--- config.mk ---
export PLATFORM = sky130hd
export DESIGN_NAME = sram_port_arbiter
export DESIGN_NICKNAME = d
export VERILOG_FILES = /design/src/rtl/sram_arb_pkg.sv /design/src/rtl/arb_pick.sv /design/src/rtl/sram_port_arbiter.sv
export SDC_FILE = /design/constraint.sdc
export NUM_CORES = 1
export LEC_CHECK = 0
export ABC_AREA = 1
export CAP_MARGIN = 20
export CORE_MARGIN = 2
export CORE_UTILIZATION = 38
export CTS_CLUSTER_DIAMETER = 150
export DETAILED_ROUTE_END_ITERATION = 6
export PLACE_DENSITY = 0.8
export SLEW_MARGIN = 20
export SYNTH_ARGS = -nofsm -noshare
export SYNTH_HDL_FRONTEND = slang
export SYNTH_SLANG_ARGS = --single-unit
--- constraint.sdc ---
create_clock -name clk -period 1.18 [get_ports clk]
set_input_delay 0.236 -clock clk [delete_from_list [all_inputs] [get_ports clk]]
set_output_delay 0.236 -clock clk [all_outputs]
set_load 0.1 [all_outputs]
--- src/rtl/sram_arb_pkg.sv ---
// Shared types and constants for the SRAM port arbiter and its picker.
// The picker is also meant for the planned I/O-port arbiter.
package sram_arb_pkg;

    typedef enum logic [1:0] {
        IDLE   = 2'd0,
        ACCESS = 2'd1,
        DONE   = 2'd2
    } state_t;

    localparam int ARB_FIXED = 0;
    localparam int ARB_RR    = 1;

    localparam int DEF_ADDR_W = 18;
    localparam int DEF_DATA_W = 16;
    localparam int MAX_CH     = 8;

    // Width of an index/counter covering 0..n-1, never narrower than one bit.
    function automatic int idx_w(input int n);
        return (n > 1) ? $clog2(n) : 1;
    endfunction

endpackage

--- src/rtl/arb_pick.sv ---
// Combinational grant picker: fixed priority (lowest index) or round-robin
// search starting at ptr with wrap-around.
module arb_pick
    import sram_arb_pkg::*;
#(
    parameter int NUM_CH = 2,
    parameter int IDX_W  = 1
) (
    input  logic [NUM_CH-1:0] req,
    input  logic [IDX_W-1:0]  ptr,
    input  logic              mode,
    output logic [IDX_W-1:0]  grant,
    output logic              valid
);

    logic [IDX_W:0] cand;
    logic           found;

    always_comb begin
        grant = '0;
        found = 1'b0;
        cand  = '0;
        for (int k = 0; k < NUM_CH; k++) begin
            if (mode == 1'(ARB_RR)) begin
                // ptr < NUM_CH and k < NUM_CH, so one subtraction wraps it.
                cand = {1'b0, ptr} + (IDX_W + 1)'(k);
                if (cand >= (IDX_W + 1)'(NUM_CH)) begin
                    cand = cand - (IDX_W + 1)'(NUM_CH);
                end
            end else begin
                cand = (IDX_W + 1)'(k);
            end
            if (!found && req[cand[IDX_W-1:0]]) begin
                grant = cand[IDX_W-1:0];
                found = 1'b1;
            end
        end
    end

    assign valid = |req;

endmodule

--- src/rtl/sram_port_arbiter.sv ---
// Arbitrates NUM_CH pipeline clients onto one asynchronous single-port SRAM
// with a registered IDLE/ACCESS/DONE timing FSM; tristate stays at top level.
module sram_port_arbiter
    import sram_arb_pkg::*;
#(
    parameter int ADDR_W      = DEF_ADDR_W,
    parameter int DATA_W      = DEF_DATA_W,
    parameter int NUM_CH      = 2,
    parameter int WAIT_CYCLES = 1,
    parameter int ARB_MODE    = ARB_FIXED
) (
    input  logic                     clk,
    input  logic                     rst,
    input  logic [NUM_CH-1:0]        req,
    input  logic [NUM_CH-1:0]        we,
    input  logic [NUM_CH*ADDR_W-1:0] addr,
    input  logic [NUM_CH*DATA_W-1:0] wdata,
    output logic [NUM_CH-1:0]        ack,
    output logic [DATA_W-1:0]        rdata,
    output logic [NUM_CH-1:0]        busy,
    output logic [ADDR_W-1:0]        sram_addr,
    output logic [DATA_W-1:0]        sram_dq_o,
    output logic                     sram_dq_oe,
    input  logic [DATA_W-1:0]        sram_dq_i,
    output logic                     sram_en_n,
    output logic                     sram_oe_n,
    output logic                     sram_we_n,
    output logic [1:0]               dbg_state
);

    localparam int IDX_W = idx_w(NUM_CH);
    localparam int CNT_W = idx_w(WAIT_CYCLES);

    // Handshake: a client raises req[i] (with we/addr/wdata stable) and holds it
    // until ack[i] pulses for one cycle. Once granted the access is committed and
    // completes even if req[i] falls; ungranted requests simply keep waiting.

    state_t             state;
    logic [CNT_W-1:0]   cnt;
    logic [IDX_W-1:0]   gnt_q;
    logic [IDX_W-1:0]   ptr;
    logic               op_we;
    logic [IDX_W-1:0]   pick_idx;
    logic               pick_valid;
    logic [IDX_W-1:0]   ptr_next;

    arb_pick #(
        .NUM_CH (NUM_CH),
        .IDX_W  (IDX_W)
    ) u_pick (
        .req   (req),
        .ptr   (ptr),
        .mode  (ARB_MODE == ARB_RR),
        .grant (pick_idx),
        .valid (pick_valid)
    );

    assign ptr_next  = (pick_idx == IDX_W'(NUM_CH - 1)) ? '0 : pick_idx + IDX_W'(1);
    assign busy      = req & ~ack;
    assign dbg_state = state;

    always_ff @(posedge clk) begin
        if (rst) begin
            state      <= IDLE;
            cnt        <= '0;
            gnt_q      <= '0;
            ptr        <= '0;
            op_we      <= 1'b0;
            ack        <= '0;
            rdata      <= '0;
            sram_addr  <= '0;
            sram_dq_o  <= '0;
            sram_dq_oe <= 1'b0;
            sram_en_n  <= 1'b1;
            sram_oe_n  <= 1'b1;
            sram_we_n  <= 1'b1;
        end else begin
            ack <= '0;
            case (state)
                IDLE: begin
                    if (pick_valid) begin
                        gnt_q      <= pick_idx;
                        op_we      <= we[pick_idx];
                        sram_addr  <= addr[int'(pick_idx)*ADDR_W +: ADDR_W];
                        sram_dq_o  <= wdata[int'(pick_idx)*DATA_W +: DATA_W];
                        cnt        <= CNT_W'(WAIT_CYCLES - 1);
                        sram_en_n  <= 1'b0;
                        sram_oe_n  <= we[pick_idx];
                        sram_we_n  <= ~we[pick_idx];
                        sram_dq_oe <= we[pick_idx];
                        if (ARB_MODE == ARB_RR) begin
                            ptr <= ptr_next;
                        end
                        state <= ACCESS;
                    end
                end
                ACCESS: begin
                    if (cnt == '0) begin
                        sram_en_n <= 1'b1;
                        sram_oe_n <= 1'b1;
                        sram_we_n <= 1'b1;
                        if (!op_we) begin
                            rdata <= sram_dq_i;
                        end
                        ack[gnt_q] <= 1'b1;
                        state      <= DONE;
                    end else begin
                        cnt <= cnt - CNT_W'(1);
                    end
                end
                DONE: begin
                    // Write data was held one cycle past WE rising; release the bus.
                    sram_dq_oe <= 1'b0;
                    state      <= IDLE;
                end
                default: begin
                    state <= IDLE;
                end
            endcase
        end
    end

endmodule

==> impl_metrics.py, run 1 <==
metrics = {
    "drt": {
        "ant_nets": 0,
        "vias_per_cell": 4.83,
        "routed_wl_um": 8250,
        "wl_per_cell_um": 13.4,
        "route.detailed.drc": 7,
        "vias": 2965,
        "drtIter0Drc": 125,
        "first_pass_iters": 7,
    },
    "critical_path": {
        "max_stage_delay_ns": 0.36,
        "cp_data_required_time_ns": 0.94,
        "arrival_ns": 0.97,
        "crit_chain": "nor2_4, buf_12",
        "crit_type": "reg -> out",
        "worstPathMaxFanout": 2,
        "slowest_stage": "dfxtp_4",
        "r2r_cells": 6,
        "start_kind": "flip-flop",
        "cp-end-kind": "output port",
    },
    "power": {
        "leakage_nw": 2.27,
        "ir_drop_mv": 0.866,
        "powerDensity_nw_per_um2": 1540,
    },
    "synthesis": {
        "synthDistinctLibCells": 19,
        "synth_most_common_cell": "nand2_1",
        "synth.top_cells.by_count": "nand2_1, nor2_1, dfxtp_1",
        "synth-seq-area-share_pct": 47.2,
        "synth-warning-count": 0,
        "netlist.top_cell.by_area": "dfxtp_1",
        "async_flop_share_pct": 0,
        "synth_edf_count": 0,
        "synth_area_leaders": "dfxtp_1, nand2_1, nor2_1",
        "synth_ff_type": "dfxtp_1",
        "synth_top_area_share_pct": 47.2,
        "synthCells": 377,
        "syn_nets": 467,
        "avgSynthCellArea_um2": 6.75,
        "syn_area_um2": 2540,
        "yosys_register_bits": 60,
    },
    "layout": {
        "stdcell_count": 614,
        "drive_above_1_share_pct": 30.2,
        "antennaDiodeCount": 0,
        "fin_util_pct": 79.2,
        "areaGrowthSynthToFinish_pct": 99.9,
        "final_cell_area_um2": 5080,
        "nNetsFinal": 622,
    },
    "die": {
        "fp.dieH_um": 85.8,
        "dieArea_um2": 7360,
        "fp.dieW_um": 85.8,
        "io_pins": 150,
        "start_util_pct": 39.6,
        "row_count": 29,
        "coreArea_um2": 6420,
    },
    "global_routing": {
        "grt_overflow": 0,
        "antenna_found_initial": 0,
        "met1_usage_pct": 25.1,
        "grt_pass1_vias": 2975,
        "grt_pass1_wl_um": 13600,
        "grt_busiest_layer": "met2",
        "grt_max_degree": 35,
        "use_met2_pct": 41.0,
        "grt_usage_pct": 23.4,
        "grt_use_met3_pct": 7.31,
    },
    "clock_network": {
        "htree_levels": 3,
        "clk_latency_ns": 0.33,
        "cts_buffers": 9,
        "cts.clk_slew.worst_paths_ns": 0.07,
        "cts_sinks": 60,
        "cts_setup_buffers": 0,
        "root_buffer": "clkbuf_8",
        "clk_path_buf_depth": 2,
        "cts_tree": "built",
    },
    "timing": {
        "clock_skew_ns": 0.00985,
        "finalWorstSetupSlack_ns": -0.0245,
        "finalCritPeriodShare_pct": 102,
        "worst_pin_slew_ns": 0.328,
        "fmaxAchievable_ghz": 0.830,
        "fin_crit_ns": 1.20,
        "setup_tns_ns": -0.0384,
        "slew_viol_final": 0,
        "setup_viol": 2,
        "slew_headroom_pct": 78.1,
        "hold_violations": 0,
        "grt_setup_unrepaired": "true",
    },
    "placement": {
        "place_hpwl_um": 6230,
        "routabilityCongestion": 0.799,
        "pre_cts_ws_ns": -0.424,
        "place_area_um2": 4880,
        "placed_cells": 598,
        "io_buffers": 149,
    },
    "min_path": {
        "hp-class": "reg -> reg",
        "whs_path_depth": 1,
    },
    "run_status": {
        "violations": "design-rule violations, negative setup slack",
        "status": "finished with violations",
    },
    "run": {
        "max-cap-violations": 0,
    },
}
[critical path: cells and delay by family, from the launching register on]
| kind | cells | cell delay, ns |
|---|---|---|
| flops | 1 | 0.36 |
| buf+inv | 1 | 0.18 |
| simple gates | 1 | 0.10 |
[where the power goes]
group / switching [mW] / leakage (nW) / internal (mW)
Sequential: 0.237 / 0.515 / 2.29
Combinational: 2.13 / 1.65 / 1.32
Clock: 0.790 / 0.102 / 1.08
Total: 3.15 / 2.27 / 4.69
[routing by layer]
metal  vias to the layer above  share of wire (%)
li1                       1483                  -
met3                        30                7.6
met2                       117                 51
met1                      1335                 38
met4                         0                4.0
met5                         -                  0
[path summary, 6_finish.rpt]
kind	to	slack (ns)	start
worst max-delay path	busy[1]	-0.02	ack[1]$_SDFF_PP0_
worst min-delay path	ack[0]$_SDFF_PP0_	0.47	gnt_q$_SDFFE_PP0P_
worst max register to register	sram_dq_o[4]$_SDFFE_PP0P_	0.07	dbg_state[0]$_SDFFE_PP0P_
worst min register to register	ack[0]$_SDFF_PP0_	0.47	gnt_q$_SDFFE_PP0P_
[flip-flops by register name, summed over array words and instances, names as in the netlist, 2 cells and up]
signal	cells
dbg_state	2
ack	2
sram_addr	18
rdata	16
sram_dq_o	16
[cell usage in the layout, fill, tap and decap left out, drive strengths merged]
cell type / instances
a21boi: 1
a21oi: 3
buf: 76
bufinv: 1
clkbuf: 12
clkdlybuf4s15: 2
clkdlybuf4s50: 87
clkinv: 2
clkinvlp: 1
dfxtp: 60
inv: 9
nand2: 118
nand3: 2
nor2: 110
nor3: 1
nor3b: 1
o21ai: 51
[area by class of cell]
type / instances / area (um^2)
clock buffer: 12 / 155
fill: 413 / 1340
inverter: 9 / 36.3
sequential: 60 / 1280
multi-input combinational: 287 / 1200
tap: 77 / 96.3
timing repair buffer: 165 / 2270
clock inverter: 4 / 47.5
[stage by stage]
| step | hold WS, ns | total power [mW] |
|---|---|---|
| 2_1_floorplan | 0.371 | 4.54 |
| 3_3_place_gp | 0.458 | 5.96 |
| 3_5_place_dp | 0.475 | 6.01 |
| 4_1_cts | 0.476 | 7.87 |
| 5_1_grt | 0.485 | 8.15 |
| 6_report | 0.474 | 7.85 |
[what timing repair did]
item                       CTS  global route
setup endpoints to repair   41             8
hold buffers                 0             0
resized for setup            5             2
pin swaps                    0             0
[cell families after synthesis]
| kind of cell | count (synthesis) | synth area share [%] |
|---|---|---|
| DFF | 60 | 47.2 |
| AOI/OAI and AO/OA | 55 | 10.9 |
| buffers and inverters | 30 | 6.44 |
| and+or+nand+nor | 232 | 35.4 |
Note: power is estimated with default switching activity, not from simulation.
==> run 2: changes to the inputs <==
--- a/config.mk
+++ b/config.mk
@@ -8,5 +8,5 @@
 export ABC_AREA = 1
 export CAP_MARGIN = 20
-export CORE_MARGIN = 2
+export CORE_MARGIN = 5
 export CORE_UTILIZATION = 38
 export CTS_CLUSTER_DIAMETER = 150
==> constraint.sdc (replaced) <==
create_clock -name clk -period 1.18 [get_ports clk]
set_input_delay 0.236 -clock clk [delete_from_list [all_inputs] [get_ports clk]]
set_output_delay 0.236 -clock clk [all_outputs]
set_load 0.005 [all_outputs]
==> impl_metrics.py, run 2 (synthesis results as in run 1) <==
metrics = {
    "timing": {
        "setup_viol": 14,
        "finalCritPeriodShare_pct": 102,
        "grt_setup_unrepaired": "true",
        "fmaxAchievable_ghz": 0.832,
        "clock_skew_ns": 0.00836,
        "slew_headroom_pct": 80.8,
        "finalWorstSetupSlack_ns": -0.0219,
        "fin_crit_ns": 1.20,
        "slew_viol_final": 0,
        "worst_pin_slew_ns": 0.288,
        "hold_violations": 0,
        "setup_tns_ns": -0.101,
    },
    "drt": {
        "wl_met3_um": 658,
        "ant_nets": 0,
        "dr_wl_met2_um": 4450,
        "met1Wirelength_um": 3540,
        "top_layer": "met4",
        "route.detailed.drc": 0,
        "vias": 2957,
        "routed_wl_um": 8730,
        "wl_per_cell_um": 13.9,
        "drtIter0Drc": 74,
        "first_pass_iters": 4,
        "vias_per_cell": 4.71,
    },
    "clock_network": {
        "clk_latency_ns": 0.32,
        "cts_buffers": 9,
        "ctsHoldBuffers": 0,
        "htree_levels": 3,
        "cts_tree": "built",
        "cts_sinks": 60,
        "root_buffer": "clkbuf_8",
        "clk_path_buf_depth": 2,
        "cts.clk_slew.worst_paths_ns": 0.07,
    },
    "run": {
        "max-cap-violations": 0,
    },
    "critical_path": {
        "max_stage_delay_ns": 0.37,
        "cp-end-kind": "flip-flop",
        "crit_type": "reg -> reg",
        "start_kind": "flip-flop",
        "worstPathMaxFanout": 5,
        "arrival_ns": 1.41,
        "cp_data_required_time_ns": 1.39,
        "crit_chain": "inv_2, nand2_2, nor2_4, buf_6, nand2_1, nand2_1, nand2_1",
        "slowest_stage": "dfxtp_4",
        "cp_common_cell": "nand2_1",
    },
    "layout": {
        "num-fill-cells": 532,
        "stdcell_count": 628,
        "nNetsFinal": 636,
        "layout_commonest_cell": "nand2_1",
        "drive_above_1_share_pct": 16.9,
        "final_cell_area_um2": 4630,
        "reg_top3": "sram_addr: 18 flops, rdata: 16 flops, sram_dq_o: 16 flops",
        "mostFrequentLayoutCells": "nand2_1, nor2_1, clkdlybuf4s50_1",
        "largest_register_ffs": 18,
        "areaGrowthSynthToFinish_pct": 82.1,
        "top_register": "sram_addr",
        "antennaDiodeCount": 0,
    },
    "run_status": {
        "status": "finished with violations",
        "violations": "negative setup slack",
    },
    "die": {
        "dieArea_um2": 8430,
        "fp.dieH_um": 91.8,
        "row_count": 29,
        "start_util_pct": 39.6,
        "coreArea_um2": 6420,
        "io_pins": 150,
        "fp.dieW_um": 91.8,
    },
    "placement": {
        "place_hpwl_um": 6140,
        "placed_cells": 598,
        "place_area_um2": 4180,
        "routabilityCongestion": 0.751,
        "io_buffers": 149,
    },
    "power": {
        "power_switching_share_pct": 25.5,
        "pwr-share-comb_pct": 24.9,
        "sequentialPowerShare_pct": 38.6,
        "ir_drop_mv": 0.769,
        "powerDensity_nw_per_um2": 1320,
        "power.internal_mw": 4.56,
        "clockPowerShare_pct": 36.5,
        "leakage_nw": 2.21,
        "power.switching_mw": 1.56,
        "total_power_mw": 6.13,
    },
    "global_routing": {
        "antenna_found_initial": 0,
        "grt_pass1_wl_um": 13300,
        "grt_usage_pct": 19.4,
        "grt_overflow": 0,
        "grt_max_degree": 35,
        "grt_pass1_vias": 2795,
    },
    "min_path": {
        "hp-class": "reg -> reg",
    },
}
==> run 2: cell type report <==
| cell class | count | area [um^2] | area share [%] |
|---|---|---|---|
| multi-input cells | 287 | 1260 | 27.2 |
| well taps | 77 | 96.3 | 2.08 |
| clock buffers | 10 | 138 | 2.97 |
| clock inverters | 6 | 111 | 2.40 |
| inverters | 9 | 40.0 | 0.864 |
| flip-flops and latches | 60 | 1220 | 26.3 |
| repair buffers | 179 | 1770 | 38.2 |
==> run 2: worst max-delay path: cells and delay by family (launching register included) <==
| family | cells | cell delay, ns |
|---|---|---|
| AND/OR/NAND/NOR | 5 | 0.50 |
| flip-flops | 1 | 0.37 |
| buffers and inverters | 2 | 0.21 |
==> run 2: routing by layer <==
layer	vias to the layer above	global-route usage, %
met2	89	34.4
met1	1350	21.9
li1	1512	-
met4	0	6.56
met5	-	0
met3	6	6.55
==> run 2: stage by stage <==
step / hold WS [ns] / util (%) / worst slack (ns)
final: 0.446 / 72.1 / -0.0219
after global routing: 0.483 / 72.1 / -0.0775
after CTS: 0.457 / 68.6 / 0.00149
after detailed placement: 0.437 / 65.1 / -0.479
after global placement: 0.429 / 65.1 / -0.442
after floorplan: 0.371 / - / 0.0686
==> run 2: repair_timing <==
item                                    CTS  global route
cloned                                    0             4
setup buffers                             3             7
pin swaps                                 1            30
resized for setup                        82            89
endpoints found under the setup margin  115            85
==> run 2: worst paths after layout <==
kind | from | endpoint | slack (ns) | cells after the start
worst max-delay path | dbg_state[0]$_SDFFE_PP0P_ | sram_we_n$_SDFFE_PP1P_ | -0.02 | 7
worst min-delay path | gnt_q$_SDFFE_PP0P_ | ack[0]$_SDFF_PP0_ | 0.45 | 1
worst max register to register | dbg_state[0]$_SDFFE_PP0P_ | sram_we_n$_SDFFE_PP1P_ | -0.02 | 7
worst min register to register | gnt_q$_SDFFE_PP0P_ | ack[0]$_SDFF_PP0_ | 0.45 | 1
==> run 2: power groups by stage <==
stage               combinational, mW  clock [mW]  sequential [mW]
floorplan                       0.525           0             2.41
CTS                              1.35        2.28             2.35
finish                           1.53        2.24             2.36
detailed placement               1.46           0             2.39
global placement                 1.43           0             2.38
global route                     1.68        2.41             2.39
